--- src/rtl/uart_tx.sv ---
// 8-bit-style UART transmitter clocked by a 16x baud tick; LSB first, idle high.
// Define UART_TX_PARITY_EN to insert a parity bit (sense from PARITY_ODD) before the stop bit.
module uart_tx #(
   parameter int DBIT       = 8,
   parameter int SB_TICK    = 16,
   parameter int PARITY_ODD = 0
) (
   input  logic            clk,
   input  logic            reset,
   input  logic            s_tick,
   input  logic            tx_start,
   input  logic [DBIT-1:0] tx_dato_in,
   output logic            tx_done,
   output logic            tx_busy,
   output logic            tx
);

   localparam int BW = (DBIT > 1) ? $clog2(DBIT) : 1;
   // Counter widens only when the stop bit needs more than 16 ticks.
   localparam int TW = (SB_TICK > 16) ? $clog2(SB_TICK) : 4;

`ifdef UART_TX_PARITY_EN
   typedef enum logic [2:0] {
      IDLE   = 3'd0,
      START  = 3'd1,
      DATA   = 3'd2,
      PARITY = 3'd3,
      STOP   = 3'd4
   } state_t;

   function automatic logic parity_f(input logic [DBIT-1:0] d);
      return (^d) ^ (PARITY_ODD != 0);
   endfunction
`else
   typedef enum logic [2:0] {
      IDLE  = 3'd0,
      START = 3'd1,
      DATA  = 3'd2,
      STOP  = 3'd4
   } state_t;
`endif

   if ((PARITY_ODD != 0) && (PARITY_ODD != 1)) begin : g_bad_parity_odd
      $error("uart_tx: PARITY_ODD must be 0 or 1");
   end

   state_t            state_q, state_d;
   logic [TW-1:0]     tick_q, tick_d;
   logic [BW-1:0]     bit_q, bit_d;
   logic [DBIT-1:0]   shift_q, shift_d;
   logic              par_q, par_d;
   logic              armed_q, armed_d;
   logic              tx_q, tx_d;
   logic              done_q, done_d;
   logic              busy_q, busy_d;

   always_comb begin
      state_d = state_q;
      tick_d  = tick_q;
      bit_d   = bit_q;
      shift_d = shift_q;
      par_d   = par_q;
      armed_d = armed_q;
      done_d  = 1'b0;
      case (state_q)
         IDLE: begin
            if (tx_start && armed_q) begin
               shift_d = tx_dato_in;
`ifdef UART_TX_PARITY_EN
               par_d   = parity_f(tx_dato_in);
`else
               par_d   = 1'b0;
`endif
               armed_d = 1'b0;
               tick_d  = '0;
               state_d = START;
            end else if (!tx_start) begin
               armed_d = 1'b1;
            end else begin
               armed_d = armed_q;
            end
         end
         START: begin
            if (s_tick) begin
               if (tick_q == TW'(15)) begin
                  tick_d  = '0;
                  bit_d   = '0;
                  state_d = DATA;
               end else begin
                  tick_d = tick_q + TW'(1);
               end
            end else begin
               tick_d = tick_q;
            end
         end
         DATA: begin
            if (s_tick) begin
               if (tick_q == TW'(15)) begin
                  shift_d = shift_q >> 1;
                  tick_d  = '0;
                  bit_d   = bit_q + BW'(1);
                  if (bit_q == BW'(DBIT - 1)) begin
`ifdef UART_TX_PARITY_EN
                     state_d = PARITY;
`else
                     state_d = STOP;
`endif
                  end else begin
                     state_d = DATA;
                  end
               end else begin
                  tick_d = tick_q + TW'(1);
               end
            end else begin
               tick_d = tick_q;
            end
         end
`ifdef UART_TX_PARITY_EN
         PARITY: begin
            if (s_tick) begin
               if (tick_q == TW'(15)) begin
                  tick_d  = '0;
                  state_d = STOP;
               end else begin
                  tick_d = tick_q + TW'(1);
               end
            end else begin
               tick_d = tick_q;
            end
         end
`endif
         STOP: begin
            if (s_tick) begin
               if (tick_q == TW'(SB_TICK - 1)) begin
                  tick_d  = '0;
                  done_d  = 1'b1;
                  state_d = IDLE;
               end else begin
                  tick_d = tick_q + TW'(1);
               end
            end else begin
               tick_d = tick_q;
            end
         end
         default: begin
            state_d = IDLE;
            tick_d  = '0;
         end
      endcase

      // Outputs are registered, so they are decoded from the next state.
      case (state_d)
         IDLE:    tx_d = 1'b1;
         START:   tx_d = 1'b0;
         DATA:    tx_d = shift_d[0];
`ifdef UART_TX_PARITY_EN
         PARITY:  tx_d = par_d;
`endif
         STOP:    tx_d = 1'b1;
         default: tx_d = 1'b1;
      endcase
      busy_d = (state_d != IDLE);
   end

   always_ff @(posedge clk) begin
      if (reset) begin
         state_q <= IDLE;
         tick_q  <= '0;
         bit_q   <= '0;
         shift_q <= '0;
         par_q   <= 1'b0;
         armed_q <= 1'b1;
         tx_q    <= 1'b1;
         done_q  <= 1'b0;
         busy_q  <= 1'b0;
      end else begin
         state_q <= state_d;
         tick_q  <= tick_d;
         bit_q   <= bit_d;
         shift_q <= shift_d;
         par_q   <= par_d;
         armed_q <= armed_d;
         tx_q    <= tx_d;
         done_q  <= done_d;
         busy_q  <= busy_d;
      end
   end

   assign tx      = tx_q;
   assign tx_done = done_q;
   assign tx_busy = busy_q;

endmodule

--- config.mk ---
export PLATFORM = sky130hd
export DESIGN_NAME = uart_tx
export DESIGN_NICKNAME = d
export VERILOG_FILES = /design/src/rtl/uart_tx.sv
export SDC_FILE = /design/constraint.sdc
export NUM_CORES = 1
export LEC_CHECK = 0
export ABC_AREA = 0
export CAP_MARGIN = 20
export CORE_MARGIN = 3
export CORE_UTILIZATION = 30
export CTS_CLUSTER_DIAMETER = 200
export DETAILED_ROUTE_END_ITERATION = 12
export GPL_TIMING_DRIVEN = 0
export PLACE_DENSITY_LB_ADDON = 0.12
export SLEW_MARGIN = 40
export SYNTH_ARGS = -nofsm -noshare
export SYNTH_HDL_FRONTEND = slang
export SYNTH_SLANG_ARGS = --single-unit
--- constraint.sdc ---
create_clock -name clk -period 2.1 [get_ports clk]
set_clock_uncertainty 0.05 [all_clocks]
set_input_delay 0.42 -clock clk [delete_from_list [all_inputs] [get_ports clk]]
set_output_delay 0.42 -clock clk [all_outputs]
set_load 0.005 [all_outputs]
==> impl_metrics.ini <==
[status]
status = complete, no violations

[routing]
drtPass1Iterations = 4
drc = 0
route.vias.total = 901
antenna_left = 0
drtIter0Drc = 70
avgViaCountPerCell = 5.119
wl_microns = 2167
routedWlPerCell_microns = 12.31

[clock_network]
clkSinkCount = 22
tritoncts = built
hold_buffers = 0
clk_pin_slew_ps = 130
cts-resized-gates = 0
clk_latency_ps = 310
cts_root_buffer = clkbuf_4
postCtsSetupRepairBufs = 0
cts_buffers = 3
htree_levels = 1
cts_buffer_depth = 2

[worst_setup_path]
worstSetupStartpointType = input port
cp_max_fo = 10
cp.arrival_ps = 2060
cp-end-kind = flip-flop
path_class = in -> reg
critPathRequiredTime_ps = 2300

[global_route]
grt_first_pass_wirelength_microns = 3588
grt_max_degree = 14
antenna_found_initial = 0
grt_overflow_total = 0
grt_pass1_vias = 823
grt.total_usage = 0.1107

[synthesis]
ys_ff_latch = 22
async_flop_share = 0
syn_inst = 114
synth-edff-count = 0
yosys_warnings = 0
syn-cell-area_sq_um = 1023
syn_area_per_cell_sq_um = 8.978
syn-num-nets = 129
ys.flop_type = dfxtp_1
synth.distinct_cells = 36
ys_seq_area_frac = 0.4303

[layout]
antenna_cells = 0
final_common_cell = dfxtp_1
final_cell_mix = dfxtp_1, clkdlybuf4s50_1, a21oi_1
fin_area_sq_um = 1271
final_util = 0.4032
final_cells = 176
area.growth.synth_to_final_pct = 24.21
drive_gt1_frac = 0.09091
fill_cells = 357
final_nets = 148

[power]
leakage_nw = 0.4754
pwr-share-comb = 0.121
power_uw = 886.3
intPower_uw = 684.9
switching_share = 0.2272
powerDensity_nw_per_um2 = 697.2
seq_power_share = 0.506
irDropWorstVdd_v = 0.0003896
pwr-share-clk = 0.373
p_switching_uw = 201.4

[sta]
worst_pin_slew_ps = 547.8
min_period_ps = 1864
rsz0062_at_grt = no
period_share = 0.8875
drv_slew = 0
setup_violations = 0
timing.fmax_mhz = 536.6
slew_headroom = 0.6254
final_hold_viol_count = 0

[floorplan]
rows = 20
die_width_microns = 64.41
fp.dieH_microns = 64.41
start_util = 0.3246
io_pins = 15
core_region_area_sq_um = 3153
die-area_sq_um = 4149

[place]
dp_cells = 172
dpl.hpwl_microns = 1576
place_congestion = 0.8219
io_buffer_count = 14
place_area_sq_um = 1219

[worst_hold_path]
hold_class = reg -> reg

[run]
maxCapViolCount = 0
## metal layers
metal	track usage	share of wire	vias to the layer above
met4	0.03166	0.0088	0
met1	0.1318	0.47	426
met3	0.03813	0.048	2
li1	-	-	458
met5	0	0	-
met2	0.1881	0.48	15
## cells by family (layout without fill, tap and decap cells)
group / after synthesis / count (layout) / synth area share
AOI/OAI and AO/OA: 40 / 40 / 0.2677
and+or+nand+nor: 35 / 35 / 0.1712
DFF: 22 / 22 / 0.4303
buffers and inverters: 10 / 28 / 0.05012
adders and majority gates: 3 / 3 / 0.03668
xor gates and xnor gates: 2 / 2 / 0.02446
muxes: 2 / 2 / 0.01956
## per-stage QoR
stage / hold WS, ps / TNS [ps] / worst slack, ps
after floorplan: 385.7 / 0 / 593.1
after global routing: 455.6 / 0 / 93.18
final: 412.9 / 0 / 236.3
after CTS: 415.6 / 0 / 214.2
after global placement: 393.9 / -846.0 / -106.5
after detailed placement: 396.9 / -1014 / -123.8
## cell type report
class | count | area [sq um] | share of cell area
Clock inverter | 1 | 30.03 | 0.02362
Sequential cell | 22 | 440.4 | 0.3465
Multi-Input combinational cell | 82 | 531.8 | 0.4183
Tap cell | 44 | 55.05 | 0.04331
Clock buffer | 3 | 22.52 | 0.01772
Buffer | 6 | 36.28 | 0.02854
Inverter | 4 | 15.01 | 0.01181
Timing Repair Buffer | 14 | 140.1 | 0.1102
## flip-flops by register name, indices dropped and copies added (netlist names)
| signal | flops |
|---|---|
| state_q | 3 |
| shift_q | 8 |
| tx_busy | 1 |
| tick_q | 4 |
| armed_q | 1 |
| tx_done | 1 |
| bit_q | 3 |
| tx | 1 |
## critical path: stages
cell             delay, ps
clkdlybuf4s50_1        550
nand4_1                220
nor3_1                 340
buf_2                  290
a22oi_1                100
a21oi_1                140
## power by group through the flow
stage | Clock, mW | Combinational, mW | Sequential (mW)
5_1_grt | 0.370 | 0.121 | 0.451
3_3_place_gp | 0 | 0.107 | 0.457
4_1_cts | 0.342 | 0.110 | 0.448
6_report | 0.331 | 0.108 | 0.448
2_1_floorplan | 0 | 0.0635 | 0.456
3_5_place_dp | 0 | 0.109 | 0.458
## worst paths after layout
check / startpoint / endpoint / slack (ps) / cells after the start
setup / recovery: s_tick / shift_q[6] / 240 / 6
hold / removal: shift_q[2] / shift_q[2] / 410 / 2
setup reg to reg: tick_q[0] / shift_q[6] / 310 / 6
hold reg to reg: shift_q[2] / shift_q[2] / 410 / 2
## synthesized netlist by cell type (2+ instances only)
library cell	count	area share
nor3_1	3	0.015
nor2_1	8	0.029
buf_2	2	0.0098
o211a_1	2	0.020
a211o_1	2	0.017
or3_1	3	0.018
nand2_1	10	0.037
inv_1	4	0.015
a31oi_1	2	0.012
and4_1	2	0.017
ha_1	3	0.037
o21bai_1	2	0.015
dfxtp_1	22	0.43
mux2i_1	2	0.020
o21ai_0	3	0.015
a22oi_1	10	0.073
a21oi_1	12	0.059
clkbuf_1	2	0.0073
nand3_1	3	0.015
Power figures use the tool's default switching activity.
==> patch 1, RTL diff (same settings) <==
The option `UART_TX_PARITY_EN` is turned on by a define.
--- a/src/rtl/uart_tx.sv
+++ b/src/rtl/uart_tx.sv
@@ -1,5 +1,7 @@
 // 8-bit-style UART transmitter clocked by a 16x baud tick; LSB first, idle high.
 // Define UART_TX_PARITY_EN to insert a parity bit (sense from PARITY_ODD) before the stop bit.
+`define UART_TX_PARITY_EN
+
 module uart_tx #(
    parameter int DBIT       = 8,
    parameter int SB_TICK    = 16,
Behaviour: no difference found for any inputs over 10 cycles, from zero or initial values and one cycle with reset high; that may be too few to reach the edited logic, so the function may still have changed.
==> patch 1 against the original RTL <==
  * Setup slack worse by 0.12 ns
  * Combinational power increased by 36%
  * Clock power down 37%
  * Sequential cell count increased by 1
  * Power shrank 7.1%
  * Synthesized area up 6.1%
  * Design area rose by 4.4%
  * Routed wire length up 4.8%
==> patch 1: results <==
{
  "clock_power_share_pct": 25.2,
  "p_leak_nw": 0.506,
  "synthAdderAreaFrac_pct": 3.46,
  "worstPathMaxFanout": 7,
  "placed_cell_area_um2": 1280,
  "grt_max_degree": 13,
  "p_int_mw": 0.608,
  "post-dp-hpwl_um": 1700,
  "antenna_cells": 0,
  "seq_area_frac_synth_pct": 42.4,
  "route.met2.wl_um": 1040,
  "highest_layer": "met4",
  "synthMuxAreaShare_pct": 0.922,
  "slew_viol_final": 0,
  "async_flop_share_pct": 0,
  "vias": 900,
  "tightest_slew_ns": 0.601,
  "globalRouteTotalUtil_pct": 11.8,
  "path_clk_slew_ns": 0.12,
  "antenna_found_initial": 0,
  "netlist_top_cells_count": "23 x dfxtp_1, 15 x nor2_1, 12 x nand2_1",
  "clk_latency_ns": 0.31,
  "sequentialPowerShare_pct": 56.9,
  "grt_pass1_wl_um": 4030,
  "drt_iter0_drc": 47,
  "final.fill_count": 358,
  "htreeDepth": 1,
  "ir_drop_mv": 0.221,
  "reg_top3": "shift_q: 8 flops, tick_q: 4 flops",
  "ys_types": 35,
  "syn_nets": 136,
  "wl_met1_um": 1120,
  "nets": 155,
  "wl_met3_um": 77,
  "status": "complete, no violations",
  "cts_root_buf": "clkbuf_4",
  "worst_path_max_delay_cell": "or4_1",
  "hold_path.class": "input port to flip-flop",
  "clockBufferDepth": 2,
  "synth_compound_area_share_pct": 20.6,
  "dr.pass1.iters": 4,
  "hold-path-cell-count": 3,
  "grt_pass1_vias": 921,
  "gp_congestion": 0.770,
  "synthXorXnorAreaFrac_pct": 8.06,
  "final_layout_size_suffix_gt1_share_pct": 12.2,
  "wirelength_um": 2270,
  "post-place-ws_ns": -0.338,
  "io_buffers": 14,
  "r2r_cells": 6,
  "cp_top_family": "simple AND/OR/NAND/NOR gates",
  "synth_area_leaders": "dfxtp_1 42%, xnor2_1 6.5%, a22oi_1 6.2%, nor2_1 5.2%, a21oi_1 4.6%",
  "ys_warn_count": 0,
  "cpPeakStageDelay_ns": 0.48,
  "cp_data_arrival_time_ns": 2.17
}
-- patch 1: repair_timing --
item	in CTS	in global routing
resized for setup	0	5
hold buffers	0	0
setup endpoints to repair	0	3
-- patch 1: area by class of cell --
| type | count | area (um2) | area share (%) |
|---|---|---|---|
| multi-input cells | 88 | 584 | 44.0 |
| well taps | 46 | 57.6 | 4.34 |
| plain buffers | 7 | 43.8 | 3.30 |
| clock buffers | 4 | 26.3 | 1.98 |
| repair buffers | 14 | 143 | 10.7 |
| inverters | 3 | 11.3 | 0.848 |
| flip-flops and latches | 23 | 462 | 34.8 |
-- patch 1: through the flow --
step | instances | setup TNS [ns] | util, % | power (mW)
finish | 185 | 0 | 38.9 | 0.824
global route | 185 | 0 | 38.9 | 0.869
CTS | 185 | 0 | 38.4 | 0.837
detailed placement | 181 | -1.89 | 37.6 | 0.625
global placement | 181 | -1.38 | 37.6 | 0.622
floorplan | 121 | 0 | - | 0.571
-- patch 1: layer usage --
metal	global-route usage, %	vias to the layer above
met1	15.5	416
met3	2.21	4
met4	5.84	0
met5	0	-
met2	18.5	14
li1	-	466
-- patch 1: path summary, 6_finish.rpt --
path | start | endpoint | slack (ns)
worst max-delay path | tick_q[1]$_SDFFE_PP0P_ | tx$_SDFF_PP1_ | 0.12
worst min-delay path | s_tick | tick_q[1]$_SDFFE_PP0P_ | 0.42
worst max register to register | tick_q[1]$_SDFFE_PP0P_ | tx$_SDFF_PP1_ | 0.12
worst min register to register | shift_q[5]$_SDFFE_PP0P_ | shift_q[5]$_SDFFE_PP0P_ | 0.42
-- patch 1: worst min-delay path, stage by stage --
cell,delay (ns)
dlymetal6s2s_1,0.17
nand4_1,0.09
a21oi_1,0.06
==> patch 2, RTL diff (config.mk and constraints unchanged) <==
Without the edit above. Reset style: asynchronous (`reset`), changed in one clocked block.
--- a/src/rtl/uart_tx.sv
+++ b/src/rtl/uart_tx.sv
@@ -162,7 +162,7 @@
       busy_d = (state_d != IDLE);
    end
 
-   always_ff @(posedge clk) begin
+   always_ff @(posedge clk or posedge reset) begin
       if (reset) begin
          state_q <= IDLE;
          tick_q  <= '0;
Check against the original RTL: differs if reset is asserted again (counterexample within 4 cycles, from zero or initial values and one cycle with reset high); with reset held inactive, the same outputs for 10 cycles.
==> patch 2 against the original RTL <==
  * Sequential cell count stayed put
  * Sequential share of layout area increased by 6.0 points
  * Non-clock buffer count did not move
  * Routed wire length decreased by 5.5%
  * Count of clock-buffer cells in the layout did not move
  * Setup slack got worse by 0.15 ns
  * Synthesized area grew 8.1%
  * Design area grew 7.0%
  * Highest routed layer unchanged
Power is not compared: it rests on default switching activity, and its combinational part moved more than twofold at a synthesized area within 25%.
==> patch 2: results <==
{
  "hold-path-cell-count": 1,
  "r2r_start": "tick_q[0]$_DFFE_PP0P_",
  "route.met2.wl_um": 967,
  "drt_iter0_drc": 36,
  "holdCritStartpoint": "shift_q[2]$_DFFE_PP0P_",
  "r2r_slack_ns": 0.13,
  "path_clk_slew_ns": 0.07,
  "netlist_top_cells_count": "20 x dfrtp_1, 7 x a22o_1, 6 x a21o_1",
  "grt_pass1_wl_um": 3790,
  "synth_area_leaders": "dfrtp_1 45%, a22o_1 5.5%, dfstp_2 4.8%, a21o_1 4.1%, ha_1 3.4%",
  "cts_made_buffers": 3,
  "nets": 132,
  "wl_met3_um": 83,
  "worst_hold_path.endpoint": "shift_q[2]$_DFFE_PP0P_",
  "grt_use_met1_pct": 14.2,
  "final_layout_size_suffix_gt1_share_pct": 15.7,
  "clk_latency_ns": 0.25,
  "maxSlewHeadroom_pct": 69.5,
  "syn_nets": 111,
  "ys_types": 35,
  "gp_congestion": 0.703,
  "avgSynthCellArea_um2": 11.5,
  "r2r_cells": 6,
  "r2r_end": "shift_q[5]$_DFFE_PP0P_",
  "seq_area_frac_synth_pct": 50.0,
  "worstPathMaxFanout": 5,
  "async_flop_share_pct": 100,
  "crit_type": "input port to flip-flop",
  "grt_use_met3_pct": 2.19,
  "grt_max_degree": 23,
  "cp_data_arrival_time_ns": 2.16,
  "viasPerCell": 5.18,
  "post-dp-hpwl_um": 1490,
  "status": "complete, no violations",
  "wl_met1_um": 981,
  "antenna_cells": 0,
  "finalCriticalPeriod_ns": 2.02,
  "wirelength_um": 2050,
  "wl_per_cell_um": 12.7,
  "use_met2_pct": 17.5,
  "dp_cells": 156,
  "io_buffers": 14,
  "grt_pass1_vias": 847,
  "cts_root_buf": "clkbuf_8",
  "globalRouteTotalUtil_pct": 11.0
}
-- patch 2: changes by cell type in the layout (fill, tap and decap cells not counted), sizes merged, moves of 7 or more --
cell and delta:
dfrtp +20, dfxtp -22, a21oi -8, a22o +7
-- patch 2: metrics by stage --
| step | setup TNS [ns] | cell area [um2] | hold slack (ns) | setup slack (ns) | total power, mW |
|---|---|---|---|---|---|
| floorplan | 0 | 1110 | 0.358 | 0.455 | 0.888 |
| detailed placement | -1.77 | 1300 | 0.416 | -0.221 | 1.01 |
| global placement | -1.75 | 1300 | 0.412 | -0.227 | 0.991 |
| CTS | 0 | 1350 | 0.433 | 0.0533 | 1.26 |
| finish | 0 | 1360 | 0.429 | 0.0833 | 1.25 |
| global route | -0.00514 | 1360 | 0.456 | -0.00514 | 1.36 |
-- patch 2: layout make-up --
| cell class | instances | area (um2) |
|---|---|---|
| timing repair buffer | 16 | 155 |
| fill | 347 | 2080 |
| buffer | 4 | 26.3 |
| multi-input combinational | 66 | 512 |
| clock buffer | 3 | 41.3 |
| inverter | 4 | 15.0 |
| tap | 46 | 57.6 |
| sequential | 22 | 553 |
-- patch 2: critical path, stage by stage --
cell and delay [ns]:
clkdlybuf4s50_1 0.56, nand4_1 0.29, nor4_4 0.49, buf_4 0.20, a22o_1 0.12, a21o_1 0.08
-- patch 2: timing repair --
action	CTS	global route
setup buffers	0	2
gates resized for setup	0	0
setup endpoints to repair	0	8
-- patch 2: cell families after synthesis --
logic type	Yosys count	synth area share, %
AND/OR/NAND/NOR	22	14.4
XOR/XNOR	1	0.792
multiplexers	4	3.73
adder cells (fa/ha/maj)	3	3.39
buffers and inverters	8	3.73
flip-flops	22	50.0
AO/OA/AOI/OAI	36	24.0
